[src/rtl/block_decompressor_pkg.sv]
// Shared types for the 32-pixel block decompressor.
// Header layout, pixel type, FSM states and field extension.
package block_decompressor_pkg;

  localparam int NUM_PIX = 32;
  localparam int NUM_CH  = 4;
  localparam int CH_W    = 8;
  localparam int HDR_W   = 48;

  typedef logic [NUM_CH-1:0][CH_W-1:0] pixel_t;

  typedef struct packed {
    logic [3:0][3:0] widths;
    logic [3:0][7:0] base;
  } blk_hdr_t;

  typedef enum logic [1:0] {
    IDLE,
    DECODE,
    OUTPUT
  } dec_state_e;

  // Keep the low w bits of v; sign-extend them when sgn is set.
  function automatic logic [7:0] ext_field(
    input logic [7:0] v,
    input logic [3:0] w,
    input logic       sgn
  );
    logic [7:0] m;
    logic [7:0] f;
    logic [3:0] wm1;
    m   = ~(8'hFF << w);
    f   = v & m;
    wm1 = w - 4'd1;
    if (sgn && (w != 4'd0) && f[wm1[2:0]])
      f = f | ~m;
    return f;
  endfunction

endpackage

[src/rtl/block_decompressor_if.sv]
// Header, payload and block handshakes of the decompressor.
// slave = decompressor side, master = surrounding logic.
interface block_decompressor_if;
  import block_decompressor_pkg::*;

  logic                    hdr_valid;
  logic                    hdr_ready;
  logic                    hdr_compressable;
  logic [HDR_W-1:0]        hdr;
  logic                    data_valid;
  logic                    data_ready;
  logic [31:0]             data;
  pixel_t [NUM_PIX-1:0]    pixels;
  logic                    blk_valid;
  logic                    blk_ready;
  logic                    err;

  modport slave (
    input  hdr_valid, hdr_compressable, hdr,
    input  data_valid, data, blk_ready,
    output hdr_ready, data_ready, pixels,
    output blk_valid, err
  );

  modport master (
    output hdr_valid, hdr_compressable, hdr,
    output data_valid, data, blk_ready,
    input  hdr_ready, data_ready, pixels,
    input  blk_valid, err
  );

endinterface

[src/rtl/block_decompressor_residual_unpacker.sv]
// 64-bit LSB-first bit buffer: push 32-bit beats, pop need bits.
// Exposes the four extended channel fields at the buffer bottom.
module residual_unpacker
  import block_decompressor_pkg::*;
(
  input  logic            clk,
  input  logic            rst,
  input  logic            clr,
  input  logic            push,
  input  logic [31:0]     push_data,
  input  logic            pop,
  input  logic [5:0]      need,
  input  logic [3:0][3:0] widths,
  input  logic            sgn,
  output logic [6:0]      cnt,
  output pixel_t          fields
);

  logic [63:0] bits_q, bits_d, rem_bits;
  logic [6:0]  cnt_q, cnt_d, rem_cnt;
  logic [5:0]  off;

  // Pop first, then append the new beat above what remains.
  always_comb begin
    rem_bits = pop ? (bits_q >> need) : bits_q;
    rem_cnt  = pop ? (cnt_q - {1'b0, need}) : cnt_q;
    bits_d   = rem_bits;
    cnt_d    = rem_cnt;
    if (push) begin
      bits_d = rem_bits | ({32'd0, push_data} << rem_cnt);
      cnt_d  = rem_cnt + 7'd32;
    end
    if (clr) begin
      bits_d = '0;
      cnt_d  = '0;
    end
  end

  // Channel 0 sits lowest; each field starts after the previous.
  always_comb begin
    off    = '0;
    fields = '0;
    for (int c = 0; c < NUM_CH; c++) begin
      fields[c] = ext_field(8'(bits_q >> off), widths[c], sgn);
      off       = off + {2'b00, widths[c]};
    end
  end

  // Buffer and fill-level registers.
  always_ff @(posedge clk) begin
    if (!rst) begin
      bits_q <= '0;
      cnt_q  <= '0;
    end else begin
      bits_q <= bits_d;
      cnt_q  <= cnt_d;
    end
  end

  assign cnt = cnt_q;

endmodule

[src/rtl/block_decompressor.sv]
// Rebuilds a 32-pixel RGBA block from header + residual stream.
// FSM, pixel index, base adders and pixel array live here.
module block_decompressor
  import block_decompressor_pkg::*;
(
  input  logic                 clk,
  input  logic                 rst,
  block_decompressor_if.slave  bus
);

  dec_state_e           state_q, state_d;
  logic [4:0]           pix_idx_q, pix_idx_d;
  logic [5:0]           beats_left_q, beats_left_d;
  logic [5:0]           need_q, need_d;
  logic [3:0][7:0]      base_q, base_d;
  logic [3:0][3:0]      w_q, w_d;
  logic                 raw_q, raw_d;
  logic                 err_q, err_d;
  logic                 hdr_ready_q, hdr_ready_d;
  logic                 blk_valid_q, blk_valid_d;
  pixel_t [NUM_PIX-1:0] pixels_q, pixels_d;

  blk_hdr_t   h;
  logic [6:0] cnt;
  logic [6:0] avail;
  pixel_t     fields;
  logic       ext, push, hs, bhs, rdy;
  logic [3:0] wc;

  residual_unpacker u_unpack (
    .clk       (clk),
    .rst       (rst),
    .clr       (hs),
    .push      (push),
    .push_data (bus.data),
    .pop       (ext),
    .need      (need_q),
    .widths    (w_q),
    .sgn       (~raw_q),
    .cnt       (cnt),
    .fields    (fields)
  );

  // Handshakes; data_ready leaves room for one beat after a pop.
  always_comb begin
    h     = blk_hdr_t'(bus.hdr);
    ext   = (state_q == DECODE) && (cnt >= {1'b0, need_q});
    avail = cnt - (ext ? {1'b0, need_q} : 7'd0);
    rdy   = (state_q == DECODE) && (beats_left_q != 6'd0)
            && (avail <= 7'd32);
    push  = bus.data_valid && rdy;
    hs    = bus.hdr_valid && hdr_ready_q;
    bhs   = blk_valid_q && bus.blk_ready;
  end

  // Next-state, header latch and pixel write.
  always_comb begin
    state_d      = state_q;
    pix_idx_d    = pix_idx_q;
    beats_left_d = beats_left_q;
    need_d       = need_q;
    base_d       = base_q;
    w_d          = w_q;
    raw_d        = raw_q;
    err_d        = err_q;
    pixels_d     = pixels_q;
    wc           = '0;
    unique case (state_q)
      IDLE: begin
        if (hs) begin
          raw_d  = ~bus.hdr_compressable;
          need_d = '0;
          for (int c = 0; c < NUM_CH; c++) begin
            wc = (h.widths[c] > 4'd8) ? 4'd8 : h.widths[c];
            if (h.widths[c] > 4'd8) err_d = 1'b1;
            if (!bus.hdr_compressable) wc = 4'd8;
            w_d[c]    = wc;
            base_d[c] = bus.hdr_compressable ? h.base[c] : 8'd0;
            need_d    = need_d + {2'b00, wc};
          end
          pix_idx_d    = '0;
          beats_left_d = need_d;
          state_d      = DECODE;
        end
      end
      DECODE: begin
        if (push) beats_left_d = beats_left_q - 6'd1;
        if (ext) begin
          for (int c = 0; c < NUM_CH; c++)
            pixels_d[pix_idx_q][c] = base_q[c] + fields[c];
          pix_idx_d = pix_idx_q + 5'd1;
          if (pix_idx_q == 5'(NUM_PIX - 1)) state_d = OUTPUT;
        end
      end
      OUTPUT: begin
        if (bhs) state_d = IDLE;
      end
      default: state_d = IDLE;
    endcase
    blk_valid_d = (state_q == OUTPUT) && !bhs;
    hdr_ready_d = (state_d == IDLE);
  end

  // State and registered outputs.
  always_ff @(posedge clk) begin
    if (!rst) begin
      state_q      <= IDLE;
      pix_idx_q    <= '0;
      beats_left_q <= '0;
      need_q       <= '0;
      base_q       <= '0;
      w_q          <= '0;
      raw_q        <= 1'b0;
      err_q        <= 1'b0;
      hdr_ready_q  <= 1'b1;
      blk_valid_q  <= 1'b0;
      pixels_q     <= '0;
    end else begin
      state_q      <= state_d;
      pix_idx_q    <= pix_idx_d;
      beats_left_q <= beats_left_d;
      need_q       <= need_d;
      base_q       <= base_d;
      w_q          <= w_d;
      raw_q        <= raw_d;
      err_q        <= err_d;
      hdr_ready_q  <= hdr_ready_d;
      blk_valid_q  <= blk_valid_d;
      pixels_q     <= pixels_d;
    end
  end

  assign bus.hdr_ready  = hdr_ready_q;
  assign bus.data_ready = rdy;
  assign bus.blk_valid  = blk_valid_q;
  assign bus.pixels     = pixels_q;
  assign bus.err        = err_q;

endmodule

[src/flat_wrapper.sv]
// flat-port wrapper written by rule: the top's interface ports become plain ports
module block_decompressor_flat import block_decompressor_pkg::*;
  (clk, rst, bus_hdr_valid, bus_hdr_compressable, bus_hdr, bus_data_valid, bus_data, bus_blk_ready, bus_hdr_ready, bus_data_ready, bus_pixels, bus_blk_valid, bus_err);
  block_decompressor_if bus_i ();
  input  logic clk;
  input  logic rst;
  input wire logic [$bits(bus_i.hdr_valid)-1:0] bus_hdr_valid;
  input wire logic [$bits(bus_i.hdr_compressable)-1:0] bus_hdr_compressable;
  input wire logic [$bits(bus_i.hdr)-1:0] bus_hdr;
  input wire logic [$bits(bus_i.data_valid)-1:0] bus_data_valid;
  input wire logic [$bits(bus_i.data)-1:0] bus_data;
  input wire logic [$bits(bus_i.blk_ready)-1:0] bus_blk_ready;
  output wire logic [$bits(bus_i.hdr_ready)-1:0] bus_hdr_ready;
  output wire logic [$bits(bus_i.data_ready)-1:0] bus_data_ready;
  output wire logic [$bits(bus_i.pixels)-1:0] bus_pixels;
  output wire logic [$bits(bus_i.blk_valid)-1:0] bus_blk_valid;
  output wire logic [$bits(bus_i.err)-1:0] bus_err;
  assign bus_i.hdr_valid = bus_hdr_valid;
  assign bus_i.hdr_compressable = bus_hdr_compressable;
  assign bus_i.hdr = bus_hdr;
  assign bus_i.data_valid = bus_data_valid;
  assign bus_i.data = bus_data;
  assign bus_i.blk_ready = bus_blk_ready;
  assign bus_hdr_ready = bus_i.hdr_ready;
  assign bus_data_ready = bus_i.data_ready;
  assign bus_pixels = bus_i.pixels;
  assign bus_blk_valid = bus_i.blk_valid;
  assign bus_err = bus_i.err;
  block_decompressor u_core (.clk(clk), .rst(rst), .bus(bus_i));
endmodule
[config.mk]
export PLATFORM = sky130hd
export DESIGN_NAME = block_decompressor_flat
export DESIGN_NICKNAME = d
export VERILOG_FILES = /design/src/rtl/block_decompressor_pkg.sv /design/src/rtl/block_decompressor_if.sv /design/src/rtl/block_decompressor_residual_unpacker.sv /design/src/rtl/block_decompressor.sv /design/src/flat_wrapper.sv
export SDC_FILE = /design/constraint.sdc
export NUM_CORES = 2
export LEC_CHECK = 0
export CAP_MARGIN = 20
export CORE_AREA = 4 4 436 438
export CTS_CLUSTER_SIZE = 24
export DETAILED_ROUTE_END_ITERATION = 10
export DIE_AREA = 0 0 440 442
export GPL_ROUTABILITY_DRIVEN = 0
export PLACE_DENSITY = 0.59
export RECOVER_POWER = 50
export SYNTH_ARGS = -nofsm -noshare
export SYNTH_HDL_FRONTEND = slang
export SYNTH_HIERARCHICAL = 1
export SYNTH_SLANG_ARGS = --single-unit
[constraint.sdc]
create_clock -name clk -period 7.2 [get_ports clk]
set_clock_uncertainty 0.05 [all_clocks]
set_input_delay 1.44 -clock clk [delete_from_list [all_inputs] [get_ports clk]]
set_output_delay 1.44 -clock clk [all_outputs]
set_load 0.05 [all_outputs]
After elaboration in Yosys (flattened, before gate mapping)
Index checks and enable logic that the tools add are counted.
Widths: inputs -> output; s select.
- add/sub/neg operators: 18
- multiply operators: 0
- divide/modulo/power cells: 0
- order comparisons: 12
- equality and inequality tests: 6
- shift-type cells: 9
- multiplexer cells: 64
- bitwise operators: 20
- reduce and logical (&&, ||, !) cells: 32
- operators with widths (kind ; number):
    $bwmux 1024 ; 4
    $demux 32 s5 ; 4
    $mux 64 ; 2
    $mux 8 ; 9
    $mux 4 ; 16
    $not 8->8 ; 8
    $or 64x64->64 ; 1
    $shl 32x7->64 ; 1
    $shr 64x4->8 ; 1
    $shr 64x5->8 ; 1
    $shr 64x6->64 ; 1
    $shr 64x6->8 ; 1
    $add 8x8->8 ; 4
    $and 8x8->8 ; 4
    $mux 32 ; 1
    $or 8x8->8 ; 4
    $shl 8x4->8 const A ; 4
    $mux 24 ; 1
    $reduce_bool 4->1 ; 5
    $mux 6 ; 3
    $gt 4x4->1 const B ; 4
    $logic_and 1x1->1 ; 16
    $lt 3x4->1 const B ; 4
    $mux 16 ; 1
    34 further kinds ; 61
- register bits after elaboration: 1166
- bits in latches: 0
- bits in writable memories: 0
- ROM bits: 0
- input bits: 86
- output and inout bits: 1028
- logic and storage cells: 307
- memories: 0

Longest topological paths before layout
- depth in word-level cells: 12
- depth in mapped cells: 29
- gate-level depth less buffers: 24

Cells and area by module
Netlist, hierarchy kept.
- by module, submodules not included (module ; instances ; cells an instance ; area an instance (um^2) ; sequential area each (um^2)):
    block_decompressor ; 1 ; 5304 ; 46928.8 ; 21921.0
    residual_unpacker ; 1 ; 1922 ; 15319.7 ; 1421.4

Worst setup path after synthesis
No wires, ideal clock.
- kind: reg-to-reg
- start: register u_core/w_q[4] in the netlist's numbering
- end: register u_core.pixels_q, in the netlist u_core/bus.pixels[350]
- setup time: 0.070 ns
- data arrival time: 6.415 ns
- data required time: 7.080 ns
- setup slack: 0.665 ns
- cell stages (with the launch flop): 26
- buffers on the path: 4
- period minus slack after synthesis: 6.535 ns
- cells stage by stage: dfxtp_1 > ha_1 > fa_1 > buf_2 > inv_1 > buf_2 > clkbuf_1 > fa_1 > xnor2_2 > mux4_2 > a221oi_1 > a211oi_1 > o221ai_1 > a31oi_1 > a211oi_4 > o21ai_1 > ha_1 > fa_1 > a21o_1 > a21oi_1 > o21bai_1 > a21oi_1 > xnor2_1 > clkbuf_1 > nand4_1 > a21oi_1
- RTL lines (what ; RTL line ; text):
    from (decl) ; block_decompressor.sv:16 ; logic [3:0][3:0] w_q, w_d;
    from (signal assigned) ; block_decompressor.sv:124 ; w_q <= w_d;
    to (signal assigned) ; block_decompressor.sv:129 ; pixels_q <= pixels_d;
    to (decl) ; block_decompressor.sv:21 ; pixel_t [NUM_PIX-1:0] pixels_q, pixels_d;

==> key figures <==
Clocking
  – Root buf cell: clkbuf_16
  – Sinks on Clock Net: 1166
  – CTS max path bufs: 3
  – CTS tree: yes
  – Clock latency reported for the late side of the worst-skew pair: 0.80 ns
  – H-tree Lvls: 4
  – Number of buffers added by the clock tree synthesis step: approximately 140
  – Clock transition at the register clock pins on the worst setup and hold paths after CTS: around 0.060 ns
  – Number of buffers inserted by hold repair at cts: 0

Setup path
  – Data arrival, critical path: 7.37 ns
  – Maximum fanout along the worst path: 32
  – Stages on worst setup path: 25
  – Cell depth of the worst flop-to-flop path: 25
  – Slack of the worst reg-to-reg path: between 0.2 and 0.25 ns
  – Req. time, crit path: 7.60 ns
  – Family with the most delay on the worst path: compound AO/OA/AOI/OAI gates
  – Startpoint types: flip-flop
  – Count of buffering cells on the critical path with inverters included: 4
  – Worst setup path class: reg2reg
  – Cell at the slowest stage of the critical path: fa_4
  – Max incr delay on CP: ~0.88 ns
  – Destination of the worst register-to-register timing path: u_core/bus.pixels[574]
  – Critical path capture point type: flip-flop
  – Critical R2R Launch: u_core/w_q[4]
  – Cell seen most often among critical-path stages: a21oi_1

Hold path
  – WHS Path Cells: 1
  – End point of the most critical hold path: u_core/bus.blk_valid
  – Hold path start: u_core/bus.blk_valid
  – Hold WC Path Type: reg2reg

Synth
  – Xor-xnor portion of the synthesized cell area: 0.00555
  – Post-synthesis instance area: 0.0622 mm2
  – Warnings from Yosys: 6
  – Multiplexer fraction of the synthesized cell area: 0.103
  – Average cell area after synthesis: 8.61 um2
  – Most area-hungry cell type in the Yosys netlist: dfxtp_1
  – Simple-gate share of the synthesized area: 0.135
  – Synth top area cells: dfxtp_1, o31ai_1, a21oi_1, nand4_1, clkbuf_1
  – Synth Area in Compound Gates: 0.284
  – Main combinational cell family by area after synthesis: compound AO/OA/AOI/OAI gates
  – Fraction of the mapped netlist area in adder cells: 0.0219
  – Synthesized netlist net count: 7411
  – Primary flip-flop cell chosen by synthesis mapping: dfxtp_1
  – Ys async rst share: 0
  – Sequential area share after synthesis: 0.375
  – Share of the synthesized area in the top cell type: 0.375
  – Post-synth EDFFs: 0
  – Cell count after synthesis: 7226
  – Distinct cell type count after synthesis: 99
  – Synthesis-stage register bit count: 1166

Timing
  – Relative max-transition margin: -2.41
  – Setup-failing EPs final: 0
  – Final count of hold timing violations: 0
  – Time the final worst path needs with I/O delays and setup: 6.97 ns
  – Least-Margin Pin Slew: 5.11 ns
  – Final clock period utilization by the worst path: 0.968
  – Setup TNS: 0 ns
  – Slew Limit Fails: 284
  – Maximum clock frequency: around 140 MHz

Drt
  – WL final: 321000 um
  – DR pass1 iterations: 8
  – Remaining routing DRC violations: 0
  – Number of violations reported at the end of detailed-routing iteration 0: 9081
  – Routed via count divided by cell count: 6.43
  – Per-cell routed wire length: 31.3 um
  – ANT nets after route: 0
  – Vias: 66100

Floorplanning
  – Placeable core region: 0.187 mm2
  – Die Y: 442 um
  – Standard-cell row count: 159
  – Number of top-level pins: 1114
  – Effective utilization at floorplan: 0.334
  – DIE AREA: 0.194 mm2
  – Die X: 440 um

Global routing
  – Busiest layer in global routing: met2
  – First-pass GRT wire length: 456000 um
  – GRT Total Usage: 0.311
  – Number of global-route vias before repair: 61400
  – Pin count of the biggest net entering global routing: 230
  – Congestion Overflow GR: 0
  – Met3 usage: 0.0692
  – GRT met1 Usage: 0.391
  – Number of antenna violations at the first check in global routing: 19
  – Met2 usage in global routing: 0.484

Outcome
  – Status: complete, but fails checks
  – Violated checks: capacitance limit, slew limit

Placed design
  – DP HPWL: approximately 210000 um
  – Number of cells in the design after placement: 10000
  – Total of buffers placed on input and output ports: around 1100

Layout
  – Net count of the finished layout: 7851
  – Area added between synthesis and finish: 26.9%
  – Non-filler cells in the finished layout: 10300
  – Proportion of layout cells with a drive suffix above 1: 0.0950

Power
  – Power density over cell area: about 240 mW/mm2
  – Peak supply drop: 0.304 mV
  – Cell leakage power: 29.0 nW

Job
  – MaxCap Viol Count: 4
==> layout by cell type (no fill, tap or decap), types with 20 or more instances in the layout <==
cell type	synthesis	final
a211oi_1	263	262
a21o_1	20	20
a21oi_1	953	954
a221oi_1	22	22
a31oi_1	239	237
and2_1	35	31
buf_12	0	25
buf_4	44	178
clkbuf_1	748	44
clkbuf_16	0	138
clkdlybuf4s50_1	0	83
dfxtp_1	1166	1162
dlygate4sd3_1	0	1027
ha_1	84	79
inv_1	87	87
mux2_2	80	80
mux2i_1	272	272
mux4_2	116	116
nand2_1	419	415
nand3_1	123	122
nand4_1	669	669
nor2_1	205	195
nor3_1	61	54
o2111ai_1	92	92
o211a_1	25	25
o211ai_1	22	22
o21ai_0	161	161
o31ai_1	736	736
==> final cells by class <==
type                       instances  area [um2]
sequential                      1166       23300
inverter                          97         377
clock inverter                    42         584
antenna                           13        32.5
fill                           18500      108000
timing repair buffer            1326       13000
multi-input combinational       4938       34700
tap                             2495        3120
clock buffer                     196        3840
==> timing repair <==
item,in CTS,in global routing
resized for setup,0,2
setup buffers,0,2
endpoints found under the setup margin,0,32
==> registers in the layout, indices dropped and copies added (netlist names), 2 cells and up <==
signal / cells
u_core/w_q: 16
u_core/need_q: 6
u_core/state_q: 2
u_core/base_q: 32
u_core/bus.pixels: 1024
u_core/u_unpack/cnt: 7
u_core/u_unpack/bits_q: 64
u_core/pix_idx_q: 5
u_core/beats_left_q: 6
==> layer usage <==
layer,wire [um],up-vias,share of wire
li1,-,28700,-
met5,0,-,0
met3,30700,853,0.095
met1,123000,32500,0.38
met2,145000,3959,0.45
met4,22900,0,0.071
==> stage by stage <==
| stage | total power [W] | hold WS (ns) | utilization | setup WS, ns | cell area, um2 |
|---|---|---|---|---|---|
| global route | 0.0197 | 0.427 | 0.423 | -0.0205 | 79000 |
| finish | 0.0191 | 0.410 | 0.423 | 0.229 | 79000 |
| floorplan | 0.0104 | 0.386 | - | 0.665 | 62200 |
| CTS | 0.0191 | 0.414 | 0.423 | 0.248 | 79000 |
| detailed placement | 0.0121 | 0.406 | 0.399 | 0.301 | 74500 |
| global placement | 0.0120 | 0.399 | 0.399 | 0.298 | 74500 |
==> report_power, final <==
part           internal, W  total, W  switching, W
clock network      0.00394   0.00703       0.00309
logic              0.00119   0.00542       0.00423
registers          0.00652   0.00667      0.000153
total               0.0117    0.0191       0.00748
==> synth_stat cells (25+ instances only) <==
| cell type | count |
|---|---|
| dfxtp_1 | 1166 |
| a21oi_1 | 953 |
| clkbuf_1 | 748 |
| o31ai_1 | 736 |
| nand4_1 | 669 |
| nand2_1 | 419 |
| mux2i_1 | 272 |
| a211oi_1 | 263 |
| a31oi_1 | 239 |
| nor2_1 | 205 |
| o21ai_0 | 161 |
| nand3_1 | 123 |
| buf_2 | 121 |
| mux4_2 | 116 |
| o2111ai_1 | 92 |
| buf_1 | 90 |
| inv_1 | 87 |
| ha_1 | 84 |
| mux2_2 | 80 |
| nor3_1 | 61 |
| buf_4 | 44 |
| and2_1 | 35 |
| xnor2_1 | 28 |
| o211a_1 | 25 |
==> worst register-to-register path: cells and delay by family (launching register included) <==
kind            cells  cell delay, ns
compound gates     11            2.30
fa+ha+maj           5            2.28
buf+inv             4            0.66
mux                 2            0.58
flops               1            0.37
simple gates        2            0.30
xor+xnor            1            0.11
==> worst max-delay path by stage <==
stage             startpoint                      to  slack (ns)
5_1_grt        u_core/w_q[4]  u_core/bus.pixels[767]       -0.02
2_1_floorplan  u_core/w_q[4]  u_core/bus.pixels[350]        0.66
6_report       u_core/w_q[4]  u_core/bus.pixels[574]        0.23
3_5_place_dp   u_core/w_q[4]  u_core/bus.pixels[447]        0.30
4_1_cts        u_core/w_q[4]  u_core/bus.pixels[575]        0.25
3_3_place_gp   u_core/w_q[4]  u_core/bus.pixels[543]        0.30
==> cell families (layout without fill, tap and decap cells) <==
kind of cell	after synthesis	in the layout
muxes	475	475
adders and majority gates	100	100
xor gates and xnor gates	36	36
other	0	13
and+or+nand+nor	1615	1615
AOI/OAI and AO/OA	2712	2712
buffers and inverters	1122	1661
DFF	1166	1166
No activity file was read; power rests on OpenSTA's default activity.
